--- config.mk ---
export PLATFORM = sky130hd
export DESIGN_NAME = seg_scan_driver
export DESIGN_NICKNAME = d
export VERILOG_FILES = /design/src/rtl/seg_scan_driver.sv
export SDC_FILE = /design/constraint.sdc
export NUM_CORES = 1
export LEC_CHECK = 0
export CAP_MARGIN = 15
export CORE_MARGIN = 1
export CORE_UTILIZATION = 55
export DETAILED_ROUTE_END_ITERATION = 16
export HOLD_SLACK_MARGIN = 0.02
export PLACE_DENSITY = 0.8
export SYNTH_ARGS = -nofsm -noshare
export SYNTH_HDL_FRONTEND = slang
export SYNTH_SLANG_ARGS = --single-unit
--- constraint.sdc ---
create_clock -name clk -period 4.28 [get_ports clk]
set_input_delay 0.856 -clock clk [delete_from_list [all_inputs] [get_ports clk]]
set_output_delay 0.856 -clock clk [all_outputs]
set_load 0.02 [all_outputs]
--- src/rtl/seg_scan_driver.sv ---
// Time-multiplexed 4-digit seven-segment driver: scans digits 3..0, blanks each
// slot briefly so the external digit mux can settle, and latches the digit per slot.
module seg_scan_driver #(
    parameter int DIGIT_CYCLES = 50000,
    parameter int BLANK_CYCLES = 500
) (
    input  logic       clk,
    input  logic       rst,
    input  logic [3:0] digit,
    input  logic [3:0] dp_en,
    input  logic       lz_blank,
    output logic [1:0] sel,
    output logic [3:0] an,
    output logic [6:0] seg,
    output logic       dp,
    output logic       frame
);

    localparam int CW = (DIGIT_CYCLES > 1) ? $clog2(DIGIT_CYCLES) : 1;
    localparam logic [CW-1:0] CNT_LAST  = CW'(DIGIT_CYCLES - 1);
    localparam logic [CW-1:0] CNT_LATCH = CW'(BLANK_CYCLES - 1);
    // frame is registered, so it is armed one cycle before the slot's last count
    localparam logic [CW-1:0] CNT_FRAME = CW'(DIGIT_CYCLES - 2);

    typedef enum logic {BLANK, ON} state_t;

    state_t        state_reg, state_next;
    logic [CW-1:0] cnt_reg;
    logic [1:0]    sel_reg;
    logic [3:0]    digit_reg;
    logic          dp_lat_reg;
    logic          lz_reg;
    logic          nz_reg;
    logic [3:0]    an_reg, an_next;
    logic [6:0]    seg_reg, seg_next;
    logic          dp_reg, dp_next;
    logic          frame_reg;
    logic          suppress;

    function automatic logic [6:0] hex_decode(input logic [3:0] d);
        case (d)
            4'h0: hex_decode = 7'h40;
            4'h1: hex_decode = 7'h79;
            4'h2: hex_decode = 7'h24;
            4'h3: hex_decode = 7'h30;
            4'h4: hex_decode = 7'h19;
            4'h5: hex_decode = 7'h12;
            4'h6: hex_decode = 7'h02;
            4'h7: hex_decode = 7'h78;
            4'h8: hex_decode = 7'h00;
            4'h9: hex_decode = 7'h10;
            4'hA: hex_decode = 7'h08;
            4'hB: hex_decode = 7'h03;
            4'hC: hex_decode = 7'h46;
            4'hD: hex_decode = 7'h21;
            4'hE: hex_decode = 7'h06;
            default: hex_decode = 7'h0E;
        endcase
    endfunction

    always_ff @(posedge clk or posedge rst) begin
        if (rst) begin
            state_reg <= BLANK;
        end else begin
            state_reg <= state_next;
        end
    end

    // Leading zeros stay dark until the first nonzero digit of this frame; digit 0 always shows
    assign suppress = lz_reg && (sel_reg != 2'd0) && !nz_reg && (digit_reg == 4'h0);

    always_comb begin
        state_next = state_reg;
        an_next    = 4'b1111;
        seg_next   = 7'b1111111;
        dp_next    = 1'b1;
        case (state_reg)
            BLANK: if (cnt_reg == CNT_LATCH) state_next = ON;
            ON:    if (cnt_reg == CNT_LAST)  state_next = BLANK;
            default: state_next = BLANK;
        endcase
        if (state_reg == ON && !suppress) begin
            an_next  = ~(4'b0001 << sel_reg);
            seg_next = hex_decode(digit_reg);
            dp_next  = ~dp_lat_reg;
        end
    end

    always_ff @(posedge clk or posedge rst) begin
        if (rst) begin
            cnt_reg    <= '0;
            sel_reg    <= 2'd3;
            digit_reg  <= 4'h0;
            dp_lat_reg <= 1'b0;
            lz_reg     <= 1'b0;
            nz_reg     <= 1'b0;
            an_reg     <= 4'b1111;
            seg_reg    <= 7'b1111111;
            dp_reg     <= 1'b1;
            frame_reg  <= 1'b0;
        end else begin
            if (cnt_reg == CNT_LAST) begin
                cnt_reg <= '0;
                sel_reg <= sel_reg - 2'd1;
                if (sel_reg == 2'd0) nz_reg <= 1'b0;
            end else begin
                cnt_reg <= cnt_reg + 1'b1;
            end
            if (cnt_reg == CNT_LATCH) begin
                digit_reg  <= digit;
                dp_lat_reg <= dp_en[sel_reg];
                lz_reg     <= lz_blank;
                if (digit != 4'h0) nz_reg <= 1'b1;
            end
            an_reg    <= an_next;
            seg_reg   <= seg_next;
            dp_reg    <= dp_next;
            frame_reg <= (cnt_reg == CNT_FRAME) && (sel_reg == 2'd0);
        end
    end

    assign sel   = sel_reg;
    assign an    = an_reg;
    assign seg   = seg_reg;
    assign dp    = dp_reg;
    assign frame = frame_reg;

endmodule

==> metrics.txt, run 1 <==
Power Total 580 uW; Residual DRC 0; nets roughly 220; Hold-fix buffers, CTS 0; root buffer cell clkbuf_4; number of synthesized register bits 39; CP cell instances clkdlybuf4s50_1; multiplexer share of the synthesized area 6.26%; hold crit path type register to register; post-synthesis adder-cell area fraction roughly 7.6%; initial antenna violation count 0; max FFs per register 16; peak supply drop 0.151 mV; dpl cells 238; H-Tree Depth 2; Yosys cell types 40; diode count 0; share of post-route cells with drive strength above 1 18.9%; Area growth, synth to finish 18.2%; dpl hpwl 2.48 mm; slowest CP cell clkdlybuf4s50_1; setup TNS 0 ns; clk buf depth 2; largest net degree at the start of global routing 30; Crit path max-delay family buffers and inverters; unrepaired setup endpoints after global routing no; register area share after synthesis 50.2%; crit end category output port; final worst-path cycle share 56.6%; drt total wl 3.33 mm; Crit path required time between 3 and 4 ns; Post-CTS Setup Bufs 0; CTS resizes 0; 1st-iter DRT viols 37; Hold Violations, Final 0; Layout Cells excl Fill around 250; CTS clock-pin slew for the worst setup and hold paths 0.10 ns; first drt pass iteration count 4; wire per inst 13.5 um; final critical-path setup slack around 1.9 ns; Core ar. 0.00339 mm^2; Max Clock Skew around 0.0076 ns; first-pass GRT wire length 5.66 mm; Cell Area, Synth 0.00198 mm^2; critical path launch point type register; mean post-synth cell area 11.5 um^2; total track usage 20.9%; routability cong. 0.817; Worst Path Max Fanout 6; final hold slack 0.430 ns; PortBufs 25; via/cell ratio 5.47; fin. max-slew vios 0; Gate Count Post-Synth about 170; synth warn 0; clock sink total 39; Placement Cell Area 0.00225 mm^2; latest clock arrival within the worst-skew pair 0.34 ns; critical path type register to output port; Worst slew margin 47.3%; die width around 62 um; Period minus WS final 2.42 ns; Rows 21; Post-Syn Nets 195; simple-gate share of the synthesized area 18.7%; final instance area 0.00234 mm^2; XOR/XNOR share of the synthesized area 5.76%; die height 62.0 um; leakage power 0.978 nW; Max Cap Viol 0; Remaining Overflow, GRT 0; number of CTS-inserted buffers 5; compound-cell area share of the yosys netlist under 10%; initial core utilization approximately three fifths; Die ar. 0.00384 mm^2; main combinational cell family by area after synthesis simple AND/OR/NAND/NOR gates; Finished Core Util between 60% and 70%; CTS tree built; post-place setup slack roughly 2.0 ns; Worst Max-Slew Pin Slew just under 0.8 ns; final antenna-violating net count 0; Finish-stage setup viols 0; vias in the first global route 1303; status finished clean; Ports 26; Power Dens Cells 248 mW/mm^2; Fmax 413 MHz; crit path buf inv count 1; CP max stage delay around 0.62 ns; worst path arrival time ~1.6 ns; Via Count 1351
kinds of logic after synthesis:
| logic type | after synthesis |
|---|---|
| AO/OA/AOI/OAI | 20 |
| XOR/XNOR | 13 |
| adder cells (fa/ha/maj) | 12 |
| buffers and inverters | 18 |
| flip-flops | 39 |
| multiplexers | 8 |
| AND/OR/NAND/NOR | 62 |
layout make-up:
| cell class | instances | area, um^2 |
|---|---|---|
| multi-input cells | 115 | 892 |
| well taps | 46 | 57.6 |
| clock inverters | 1 | 5.00 |
| repair buffers | 28 | 293 |
| inverters | 11 | 41.3 |
| flip-flops and latches | 39 | 993 |
| fillers | 232 | 1050 |
| clock buffers | 7 | 55.1 |
cell usage after synthesis:
cell type | number | area (um^2)
and3_1 | 2 | 12.5
mux2_2 | 1 | 11.3
nor4_1 | 2 | 12.5
nand4b_1 | 1 | 8.76
or3_2 | 1 | 7.51
nand2b_1 | 2 | 12.5
buf_6 | 2 | 22.5
a32oi_1 | 1 | 8.76
o311ai_0 | 4 | 35.0
and4b_1 | 1 | 10.0
and4bb_2 | 1 | 12.5
nor4b_1 | 2 | 17.5
buf_4 | 2 | 15.0
and2_1 | 2 | 12.5
nand4_1 | 7 | 43.8
nor4_4 | 1 | 21.3
dfstp_2 | 14 | 368
ha_1 | 12 | 150
nor2_2 | 1 | 6.26
o21ai_0 | 7 | 35.0
xnor2_1 | 9 | 78.8
nor2b_1 | 1 | 6.26
buf_2 | 2 | 10.0
nor3_1 | 2 | 10.0
nor2_1 | 14 | 52.6
or4_1 | 1 | 7.51
mux2_4 | 6 | 90.1
a21oi_1 | 2 | 10.0
mux4_2 | 1 | 22.5
inv_1 | 11 | 41.3
dfrtp_1 | 25 | 626
xor2_1 | 4 | 35.0
clkbuf_1 | 1 | 3.75
nand2_1 | 11 | 41.3
and4_1 | 2 | 17.5
nand3_1 | 7 | 35.0
o211ai_1 | 4 | 30.0
nand4_4 | 1 | 21.3
a31oi_1 | 1 | 6.26
a21bo_2 | 1 | 10.0
cell usage in the layout, fill, tap and decap left out, types with 2 or more instances in the layout:
master,n
and3_1,2
o211ai_1,4
xnor2_1,9
dfstp_2,14
nor4_1,2
inv_1,11
xor2_1,4
nand3_1,7
buf_4,2
ha_1,12
nor3_1,2
nor4b_1,2
mux2_4,6
nand2b_1,2
clkdlybuf4s50_1,25
o311ai_0,4
nor2_1,14
nand4_1,7
o21ai_0,7
and4_1,2
nand2_1,11
and2_1,2
clkbuf_4,5
dfrtp_1,25
a21oi_1,2
path summary, 6_finish.rpt:
path                       startpoint      endpoint  slack [ns]  cells past startpoint
min reg2reg                dp_lat_reg            dp        0.43                      1
min                        dp_lat_reg            dp        0.43                      1
min in group asynchronous         rst        lz_reg        0.72                      2
max                            sel[0]        sel[0]        1.86                      1
max in group asynchronous         rst         an[0]        3.09                      3
max reg2reg                cnt_reg[0]  digit_reg[1]        2.36                      4
power by group:
part           switching, mW  internal [mW]
registers                  0          0.369
logic                0.00902         0.0125
clock network          0.109         0.0796
worst reg2reg max path, stage by stage (launching register included):
cell and delay [ns]:
dfrtp_1 0.44, ha_1 0.27, nor4b_1 0.23, and4_1 0.54
mux2_4 0.35
per-layer routing:
layer	vias to the layer above	routed length, um	GRT usage, %	part of all wire (%)
li1	658	-	-	-
met1	657	1460	25.8	44
met2	28	1710	34.8	51
met3	8	115	5.59	3.5
met4	0	48	8.25	1.4
met5	-	0	0	0
Power figures use the tool's default switching activity.
==> inputs of run 2 (changes only) <==
Settings changed: CORE_UTILIZATION 55 to 54, PLACE_DENSITY 0.8 to 0.78.
Clock period 4.28 ns to 2.4 ns, I/O delays scaled along.
==> metrics.txt, run 2 (synthesized netlist as in run 1, its figures left out) <==
die height 62.5 um (+0.90%); met1 Resource Use GR 21.5% (-4.4 points); number of CTS-inserted buffers 5 (unchanged); Hold-fix buffers, CTS 0 (unchanged); share of post-route cells with drive strength above 1 18.6% (-0.31 points); initial antenna violation count 0 (unchanged); wire per inst 14.5 um (+7.4%); Crit path max-delay family buffers and inverters; H-Tree Depth 2 (unchanged); worst path arrival time 1.61 ns (+0.04 ns); CTS tree built; via/cell ratio 5.60 (+2.3%); critical path type register to output port; Layout Cells excl Fill 245 (-0.81%); slowest CP cell clkdlybuf4s50_1; CP cell instances clkdlybuf4s50_1; diode count 0 (unchanged); Remaining Overflow, GRT 0 (unchanged); Ports 26 (unchanged); Worst slew margin 48.0% (+0.70 points); PortBufs 25 (unchanged); first-pass GRT wire length 6.18 mm (+9.1%); crit path buf inv count 1 (unchanged); Die ar. 0.00391 mm^2 (+1.8%); status finished clean; critical path launch point type register; peak supply drop 0.302 mV (+100%); Core ar. 0.00342 mm^2 (+0.78%); Period minus WS final 2.09 ns; met2 Usage GRT 37.4% (+2.6 points); Worst Path Max Fanout 6 (unchanged); Post-CTS Setup Bufs 0 (unchanged); setup TNS 0 ns (unchanged); drt total wl 3.55 mm (+6.5%); hold crit path type register to register; leakage power 0.971 nW (-0.78%); max FFs per register 16 (unchanged); initial core utilization 57.9% (-0.45 points); total track usage 20.4% (-0.52 points); most frequent cells in the layout dfrtp_1, clkdlybuf4s50_1, nor2_1, dfstp_2, ha_1; Residual DRC 0 (unchanged); clock sink total 39 (unchanged); dpl cells 237 (-0.42%); final worst-path cycle share between 80 and 90%; final antenna-violating net count 0 (unchanged); Area growth, synth to finish 17.5%; Crit path required time 1.92 ns (-1.50 ns); CTS clock-pin slew for the worst setup and hold paths 0.12 ns (+0.02 ns); CP max stage delay 0.65 ns (+0.03 ns); Via Count 1371 (+1.5%); Rows 21 (unchanged); unrepaired setup endpoints after global routing no; clk buf depth 2 (unchanged); dpl hpwl 2.57 mm (+3.7%); nets 221 (-0.90%); Most Crowded Layer GR met2; Fmax 478 MHz; vias in the first global route 1426 (+9.4%); first drt pass iteration count 4 (unchanged); largest net degree at the start of global routing 40 (+33%); latest clock arrival within the worst-skew pair 0.36 ns (+0.02 ns); Hold Violations, Final 0 (unchanged); Finish-stage setup viols 0 (unchanged); Max Clock Skew 0.0164 ns (+0.00888 ns); die width 62.5 um (+0.90%); routability cong. 0.924 (+13%); GR Layer Usage met3 6.02% (+0.43 points); Max Cap Viol 0 (unchanged); Worst Max-Slew Pin Slew 0.776 ns (-0.0104 ns); fin. max-slew vios 0 (unchanged); Power Dens Cells 488 mW/mm^2 (+97%); CTS resizes 0 (unchanged); 1st-iter DRT viols 53 (+43%); crit end category output port; root buffer cell clkbuf_4
run 2: changes by cell type in the layout (fill, tap and decap cells not counted), sizes merged:
| cell | delta |
|---|---|
| clkinv | +1 |
| clkbuf | -2 |
| bufinv | +1 |
| buf | -2 |
run 2: metrics by stage:
stage / util, % / cell area, um^2 / power [mW] / setup slack, ns / hold slack, ns
2_1_floorplan: - / 1980 / 0.681 / 0.816 / 0.372
3_3_place_gp: 65.6 / 2240 / 0.703 / 0.521 / 0.394
3_5_place_dp: 65.6 / 2240 / 0.704 / 0.485 / 0.412
4_1_cts: 68.0 / 2320 / 1.15 / 0.289 / 0.441
5_1_grt: 68.0 / 2320 / 1.18 / 0.256 / 0.467
6_report: 68.0 / 2320 / 1.13 / 0.306 / 0.435
run 2: cell type report:
class | instances | area, um^2
flip-flops and latches | 39 | 993
well taps | 46 | 57.6
fillers | 263 | 1090
inverters | 11 | 41.3
multi-input cells | 115 | 892
repair buffers | 26 | 258
clock buffers | 5 | 37.5
clock inverters | 3 | 43.8
run 2: where the power goes:
group / switching, mW / total (mW) / leakage, nW / internal (mW)
registers: 0 / 0.658 / 0.477 / 0.658
logic: 0.0156 / 0.0325 / 0.449 / 0.0169
clock network: 0.224 / 0.443 / 0.0452 / 0.219
total: 0.239 / 1.13 / 0.971 / 0.894
run 2: path summary, 6_finish.rpt:
check	cells past startpoint	to	from	slack, ns
worst max-delay path	1	sel[0]	sel[0]	0.31
worst min-delay path	1	dp	dp_lat_reg	0.44
worst max register to register	4	digit_reg[3]	cnt_reg[0]	0.50
worst min register to register	1	dp	dp_lat_reg	0.44
max in group asynchronous	3	sel[0]	rst	1.53
min in group asynchronous	3	dp_lat_reg	rst	0.52
run 2: metal layers:
layer  share of wire, %  routed length [um]
met1                 40                1410
met3                4.5                 158
met5                  0                   0
met4                1.3                  45
met2                 54                1930
==> inputs of run 3 (changes only) <==
Settings changed: GPL_ROUTABILITY_DRIVEN set to 0, HOLD_SLACK_MARGIN 0.02 to 0.15, PLACE_DENSITY 0.78 to not set, PLACE_DENSITY_LB_ADDON set to 0.08.
==> metrics.txt, run 3 (synthesized netlist as in run 1, its figures left out) <==
initial core utilization 57.9% (unchanged); crit path buf inv count 1 (unchanged); initial antenna violation count 0 (unchanged); slowest CP cell dfstp_2; Period minus WS final 2.07 ns (-0.0214 ns); dpl hpwl 2.43 mm (-5.4%); CTS clock-pin slew for the worst setup and hold paths 0.11 ns (about the same); Power Dens Cells 482 mW/mm^2 (-1.3%); 1st-iter DRT viols 88 (+66%); setup TNS 0 ns (unchanged); final antenna-violating net count 0 (unchanged); via/cell ratio 5.53 (-1.1%); Filler cells 250 (-4.9%); final critical-path setup slack 0.328 ns (+0.0214 ns); Rows 21 (unchanged); PortBufs 25 (unchanged); Die ar. 0.00391 mm^2 (unchanged); nets 221 (unchanged); Worst slew margin 48.6% (+0.59 points); Post-CTS Setup Bufs 0 (unchanged); share of post-route cells with drive strength above 1 17.6% (-1.0 points); die height 62.5 um (unchanged); wire per inst 13.7 um (-5.2%); Worst R2R Setup Slack 0.50 ns (about the same); Hold Violations, Final 0 (unchanged); Finish-stage setup viols 0 (unchanged); H-Tree Depth 2 (unchanged); Remaining Overflow, GRT 0 (unchanged); drt total wl 3.36 mm (-5.2%); multi-input combinational cell area 892 um^2 (unchanged); Fmax 483 MHz (+1.0%); Area growth, synth to finish 17.1%; Ports 26 (unchanged); leakage power 0.965 nW (-0.58%); max FFs per register 16 (unchanged); post-place setup slack 0.519 ns (+0.0339 ns); Placement Cell Area 0.00224 mm^2 (unchanged); clock sink total 39 (unchanged); latest clock arrival within the worst-skew pair 0.35 ns (about the same); crit end category output port; die width 62.5 um (unchanged); peak supply drop 0.290 mV (-3.9%); unrepaired setup endpoints after global routing no; Via Count 1356 (-1.1%); met2 wire len 1.71 mm (-11%); number of CTS-inserted buffers 5 (unchanged); Max Clock Skew 0.0108 ns (-0.00564 ns); Layout Cells excl Fill 245 (unchanged); top sig layer met4; root buffer cell clkbuf_4; diode count 0 (unchanged); Crit path required time 1.92 ns (about the same); Max Cap Viol 0 (unchanged); Residual DRC 0 (unchanged); critical path type register to output port; CP max stage delay 0.62 ns (-0.03 ns); Power Total 1.12 mW (-1.6%); total track usage 20.7% (+0.38 points); worst path arrival time 1.59 ns (-0.02 ns); M1 wire length 1.43 mm (+1.3%); first drt pass iteration count 4 (unchanged); CP cell instances clkdlybuf4s50_1; Hold-fix buffers, CTS 0 (unchanged); clk buf depth 2 (unchanged); dpl cells 237 (unchanged); fin. max-slew vios 0 (unchanged); critical path launch point type register; largest net degree at the start of global routing 40 (unchanged); hold crit path type register to register; most frequent cells in the layout dfrtp_1, clkdlybuf4s50_1, nor2_1, dfstp_2, ha_1; met3 WL 135 um (-15%); Crit path max-delay family flip-flops; final instance area 0.00232 mm^2 (-0.27%); Core ar. 0.00342 mm^2 (unchanged); status finished clean; area taken by flip-flops and latches 993 um^2 (unchanged); first-pass GRT wire length 6.26 mm (+1.3%); Worst Max-Slew Pin Slew 0.767 ns (-0.00879 ns); final worst-path cycle share 86.3% (-0.89 points); CTS tree built; CTS resizes 0 (unchanged); vias in the first global route 1364 (-4.3%); Worst Path Max Fanout 6 (unchanged)
run 3: routing by layer:
layer / GRT usage (%) / up-vias
met2: 34.0 / 38
li1: - / 661
met4: 10.8 / 0
met3: 5.66 / 8
met1: 25.0 / 649
met5: 0 / -
run 3: through the flow:
stage / util, % / hold slack [ns]
2_1_floorplan: - / 0.372
3_3_place_gp: 65.6 / 0.394
3_5_place_dp: 65.6 / 0.392
4_1_cts: 67.8 / 0.412
5_1_grt: 67.8 / 0.429
6_report: 67.8 / 0.411
run 3: final cells by class:
| cell class | count | area share, % |
|---|---|---|
| Clock inverter | 1 | 1.30 |
| Inverter | 11 | 1.78 |
| Tap cell | 46 | 2.48 |
| Multi-Input combinational cell | 115 | 38.5 |
| Timing Repair Buffer | 26 | 11.1 |
| Sequential cell | 39 | 42.9 |
| Clock buffer | 7 | 1.94 |
run 3: worst paths after layout:
check / start / to / cells past startpoint
max in group asynchronous: rst / sel[1] / 3
min in group asynchronous: rst / digit_reg[0] / 3
setup reg to reg: digit_reg[0] / seg[5] / 4
setup / recovery: sel[0] / sel[0] / 1
hold / removal: dp_lat_reg / dp / 1
hold reg to reg: dp_lat_reg / dp / 1
run 3: where the power goes:
| part | switching (mW) | internal (mW) | total (mW) | leakage [nW] |
|---|---|---|---|---|
| registers | 0 | 0.658 | 0.658 | 0.477 |
| logic | 0.0154 | 0.0169 | 0.0322 | 0.449 |
| clock network | 0.204 | 0.221 | 0.425 | 0.0395 |
| total | 0.220 | 0.896 | 1.12 | 0.965 |
